**config.mk**
```make
export PLATFORM = sky130hd
export DESIGN_NAME = ones_pattern_gen
export DESIGN_NICKNAME = d
export VERILOG_FILES = /design/src/rtl/ones_pattern_gen.sv
export SDC_FILE = /design/constraint.sdc
export NUM_CORES = 1
export LEC_CHECK = 0
export CAP_MARGIN = 5
export CORE_MARGIN = 2
export CORE_UTILIZATION = 44
export DETAILED_ROUTE_END_ITERATION = 8
export GPL_TIMING_DRIVEN = 0
export PLACE_DENSITY = 0.77
export SLEW_MARGIN = 20
export SYNTH_ARGS = -nofsm -noshare
export SYNTH_HDL_FRONTEND = slang
export SYNTH_SLANG_ARGS = --single-unit
```
**constraint.sdc**
```tcl
create_clock -name clk -period 1.5 [get_ports clk]
set_input_delay 0.15 -clock clk [delete_from_list [all_inputs] [get_ports clk]]
set_output_delay 0.15 -clock clk [all_outputs]
set_load 0.1 [all_outputs]
```
**src/rtl/ones_pattern_gen.sv**
```systemverilog
// ones_pattern_gen: builds a DATA_WIDTH-bit mask of min(cnt,DATA_WIDTH) contiguous ones from start, wrapping past the MSB
module ones_pattern_gen #(
  parameter int DATA_WIDTH = 16
) (
  input  logic                          clk,
  input  logic                          resetn,
  input  logic                          in_valid,
  output logic                          in_ready,
  input  logic [$clog2(DATA_WIDTH):0]   cnt,
  input  logic [$clog2(DATA_WIDTH)-1:0] start,
  output logic                          out_valid,
  input  logic                          out_ready,
  output logic [DATA_WIDTH-1:0]         dout,
  output logic [$clog2(DATA_WIDTH):0]   dout_cnt,
  output logic                          sat
);
  localparam int AW = $clog2(DATA_WIDTH);
  localparam int CW = AW + 1;
  localparam logic [CW-1:0] FULL = CW'(DATA_WIDTH);
  typedef enum logic [1:0] {IDLE, BUILD, DONE} state_t;
  state_t state, state_nxt;
  logic [AW-1:0] pos;
  logic [CW-1:0] rem, n;
  logic acc;
  assign in_ready  = state == IDLE;
  assign out_valid = state == DONE;
  always_comb begin
    n = (cnt > FULL) ? FULL : cnt;
    acc = in_valid && in_ready;
    state_nxt = (state == IDLE)  ? (acc ? ((n == '0) ? DONE : BUILD) : IDLE) :
                (state == BUILD) ? ((rem == CW'(1)) ? DONE : BUILD) :
                (out_ready ? IDLE : DONE);
  end
  always_ff @(posedge clk or negedge resetn)
    if (!resetn) state <= IDLE;
    else state <= state_nxt;
  // start can only be out of range when DATA_WIDTH is not a power of two
  always_ff @(posedge clk or negedge resetn)
    if (!resetn) begin
      dout     <= '0;
      dout_cnt <= '0;
      sat      <= 1'b0;
      pos      <= '0;
      rem      <= '0;
    end else if (acc) begin
      dout     <= '0;
      dout_cnt <= n;
      sat      <= cnt > FULL;
      pos      <= ({1'b0, start} >= FULL) ? '0 : start;
      rem      <= n;
    end else if (state == BUILD) begin
      dout[pos] <= 1'b1;
      pos       <= (pos == AW'(DATA_WIDTH - 1)) ? '0 : pos + 1'b1;
      rem       <= rem - 1'b1;
    end
endmodule
```
After elaboration in Yosys (flattened, before gate mapping)
Cells that the tools add are included.
{"block": "totals", "reg_bits": 33, "latchBits": 0, "ram_bits": 0, "romBits": 0, "inputBits": 13, "output_inout_bits": 24, "wordCells": 37, "mem_count": 0}
{"block": "classes", "n_addsub": 2, "multipliers": 0, "div_mod_pow": 0, "n_lt_le_gt_ge": 3, "eq_ne": 4, "shifts": 0, "mux": 16, "n_bitwise": 1, "n_reduce_logical": 5}
{"cell": "$mux 16", "n": 2}
{"cell": "$or 16x16->16", "n": 1}
{"cell": "$mux 5", "n": 3}
{"cell": "$mux 2", "n": 6}
{"cell": "$mux 4", "n": 3}
{"cell": "$eq 5x1->1 const B", "n": 1}
{"cell": "$gt 5x5->1 const B", "n": 1}
{"cell": "$logic_not 5->1", "n": 1}
{"cell": "$lt 4x5->1 const B", "n": 1}
{"cell": "$sub 5x1->5 const B", "n": 1}
{"cell": "$add 4x1->4 const B", "n": 1}
{"cell": "$demux 1 s4", "n": 1}
{"cell": "$eq 4x4->1 const B", "n": 1}
{"cell": "$ge 4x1->1 const B", "n": 1}
{"cell": "$eq 2x1->1 const B", "n": 1}
{"cell": "$eq 2x2->1 const B", "n": 1}
{"cell": "$logic_and 1x1->1", "n": 2}
{"cell": "$logic_not 2->1", "n": 1}
{"cell": "$reduce_bool 2->1", "n": 1}
{"cell": "$mux 1", "n": 1}

Depth between registers and ports, before layout
{"block": "logic_depth", "word_depth": 7, "depth_mapped": 5, "ltp_nobuf": 5}

Worst setup path after synthesis
Ideal clock, no wire load.
{"block": "synth_path", "kind": "register -> output", "start": "reg state[0]", "end": "out out_valid", "arrival_ns": 1.862, "required_time_ns": 1.350, "slack_ns": -0.512, "path_stages_with_launch": 3, "path_buffers": 1, "cell_sequence": "dfrtp_1 > buf_4 > nor2b_1"}
{"block": "synth_between", "elab_chain_cells": 1}
{"item": "from (decl)", "line": "21", "rtl": "state_t state, state_nxt;"}
{"item": "from (signal assigned)", "line": "36", "rtl": "else state <= state_nxt;"}
{"item": "$eq 2x2->1", "line": "26", "rtl": "assign out_valid = state == DONE;"}
{"item": "to (decl)", "line": "11", "rtl": "output logic out_valid,"}
Every way passes these cells.

Worst setup path after layout
{"block": "layout_path", "start": "reg dout[10]", "end": "out dout[10]"}
{"item": "from (decl)", "line": "13", "rtl": "output logic [DATA_WIDTH-1:0] dout,"}
{"item": "from (signal assigned)", "line": "40", "rtl": "dout <= '0;"}
{"item": "from (signal assigned)", "line": "46", "rtl": "dout <= '0;"}
{"item": "from (signal, indexed assignment)", "line": "52", "rtl": "dout[pos] <= 1'b1;"}
No word-level cell between the ends.

==> flow_summary.ini <==
[layout]
finalNonFillerCells = 243
mostFrequentLayoutCell = dfrtp_1
layout.nets = 215
syn_to_final_growth_pct = 36.6
fillCellCount = 302
final_cell_mix = 33 x dfrtp_1, 22 x clkdlybuf4s15_2, 21 x nand2_1
multiInputGateArea_sq_um = 692
drive_above_1_share_pct = 26.4
layout.area.seq_sq_um = 826
postLayoutCellArea_sq_mm = 0.00214
antennaDiodeCount = 0

[detailed_routing]
wirelength_um = 3610
drc = 0
vias = 1333
ant_nets = 0
first_iter_violations = 71
wire_per_inst_um = 14.9
viasPerCell = 5.49
dr.pass1.iters = 4

[synthesis]
ys_ff_latch = 33
synthesis.area_sq_mm = 0.00156
synth_ff_type = dfrtp_1
async_reset_ff_share_pct = 100
synth_nets = 170
synth_edf_count = 0
netlist_instances = 151
synth_warnings = 0
yosysSeqAreaShare_pct = 52.8
syn_area_per_cell_sq_um = 10.4
ys_types = 38

[floorplanning]
start_util_pct = 46.5
die_w_um = 63.6
rows = 21
dieArea_sq_mm = 0.00405
ioPinCount = 37
die_y_um = 63.6
coreArea_sq_mm = 0.00336

[timing]
finalCritPeriodShare_pct = 96.2
final.setup.tns_ns = 0
hold_viol_final = 0
post-route-min-period_ns = 1.44
final-setup-viol-count = 0
fmax_mhz = 693
rsz0062_at_grt = true
slew_headroom_pct = 51.7
report.final.slew_viol_count = 0
final.setup_skew_ns = 0.00847
tightest_slew_ns = 0.724

[global_route]
grt.overflow.total = 0
grtUsageMet2_pct = 35.4
grtUsageTotal_pct = 20.2
grt-busiest-layer = met2
antenna_found_initial = 0
grt_start_max_net_pins = 34
grt_pass1_wl_um = 6200
grt_pass1_vias = 1349
gr-usage-met1_pct = 23.4
grt.met3_usage_pct = 5.71

[placement]
place_inst = 233
portBuffers = 36
placed_cell_area_sq_mm = 0.00198
dpl.hpwl_um = 2590
gp_congestion = 0.841

[cts]
clock-sinks = 33
h-tree-depth = 2
path_clk_slew_ns = 0.10
clockBufferDepth = 2
cts-buffers-inserted = 5
clk_latency_ns = 0.34
cts_tree = built
root_buffer = clkbuf_4

[critical_path]
critPathRequiredTime_ns = 1.35
slowest_delay_ns = 0.57
worstPathCellList = clkdlybuf4s15_2
crit_buf_inv = 1
slowest_stage = clkdlybuf4s15_2
cp-start-kind = register
critPathKind = register to output pin
cp-end-kind = output pin
critical_path_arrival_ns = 1.29
crit_family = buffers and inverters
critPathMaxFanout = 2

[flow_run]
max_cap_violations = 0

[status]
status = completed

[min_path]
hold_path.class = input port to asynchronous set/reset pin
==> state kept, by name, indices dropped and copies added (netlist names) <==
| signal | count |
|---|---|
| state | 2 |
| pos | 4 |
| sat | 1 |
| dout | 16 |
| rem | 5 |
| dout_cnt | 5 |
==> area by class of cell <==
class	instances	area share [%]
Multi-Input combinational cell	104	32.4
Sequential cell	33	38.7
Timing Repair Buffer	38	19.3
Clock buffer	7	3.05
Clock inverter	1	0.234
Tap cell	46	2.69
Buffer	9	2.81
Inverter	5	0.879
==> logic make-up after synthesis <==
family	synth area share (%)
buffers and inverters	4.56
DFF	52.8
adders and majority gates	4.80
xor gates and xnor gates	1.12
AOI/OAI and AO/OA	15.6
and+or+nand+nor	20.4
muxes	0.720
==> Yosys cell counts, drive strengths merged (4+ instances only) <==
cell | number | area, sq um
a21oi | 4 | 20.0
a31oi | 9 | 56.3
buf | 8 | 48.8
dfrtp | 33 | 826
ha | 6 | 75.1
inv | 5 | 18.8
nand2 | 21 | 78.8
nand3b | 5 | 37.5
nor2 | 14 | 52.6
nor2b | 4 | 25.0
o21ai | 8 | 40.0
==> per-layer routing <==
metal	vias to the layer above	routed length, um
met3	4	190
met4	0	31
met5	-	0
met2	44	1910
met1	658	1480
li1	627	-
==> path summary, 6_finish.rpt <==
path                             start           to  slack [ns]  cells after the start
setup reg to reg                rem[1]       rem[4]        0.08                      5
min in group clk              start[2]       pos[2]        0.39                      3
hold reg to reg            dout_cnt[4]  dout_cnt[4]        0.48                      2
setup / recovery              dout[10]     dout[10]        0.06                      1
max in group asynchronous       resetn       pos[2]        0.64                      2
hold / removal                  resetn      dout[5]        0.39                      2
==> metrics by stage <==
| stage | setup WS, ns | hold slack, ns | util, % |
|---|---|---|---|
| final | 0.0567 | 0.387 | 63.5 |
| after CTS | 0.00993 | 0.387 | 62.5 |
| after global placement | -0.449 | 0.456 | 59.1 |
| after detailed placement | -0.475 | 0.252 | 58.9 |
| after floorplan | 0.00473 | -0.146 | - |
| after global routing | -0.0237 | 0.388 | 63.5 |
==> repair_timing <==
action,4_1_cts,5_1_grt
hold buffers,1,0
endpoints found under the setup margin,25,7
endpoints found under the hold margin,33,0
buffers inserted,1,0
resized for setup,81,9
pin swaps,2,0
Power is not shown: default switching activity piles up to over one toggle a cycle in this logic, so the estimate is an artifact.
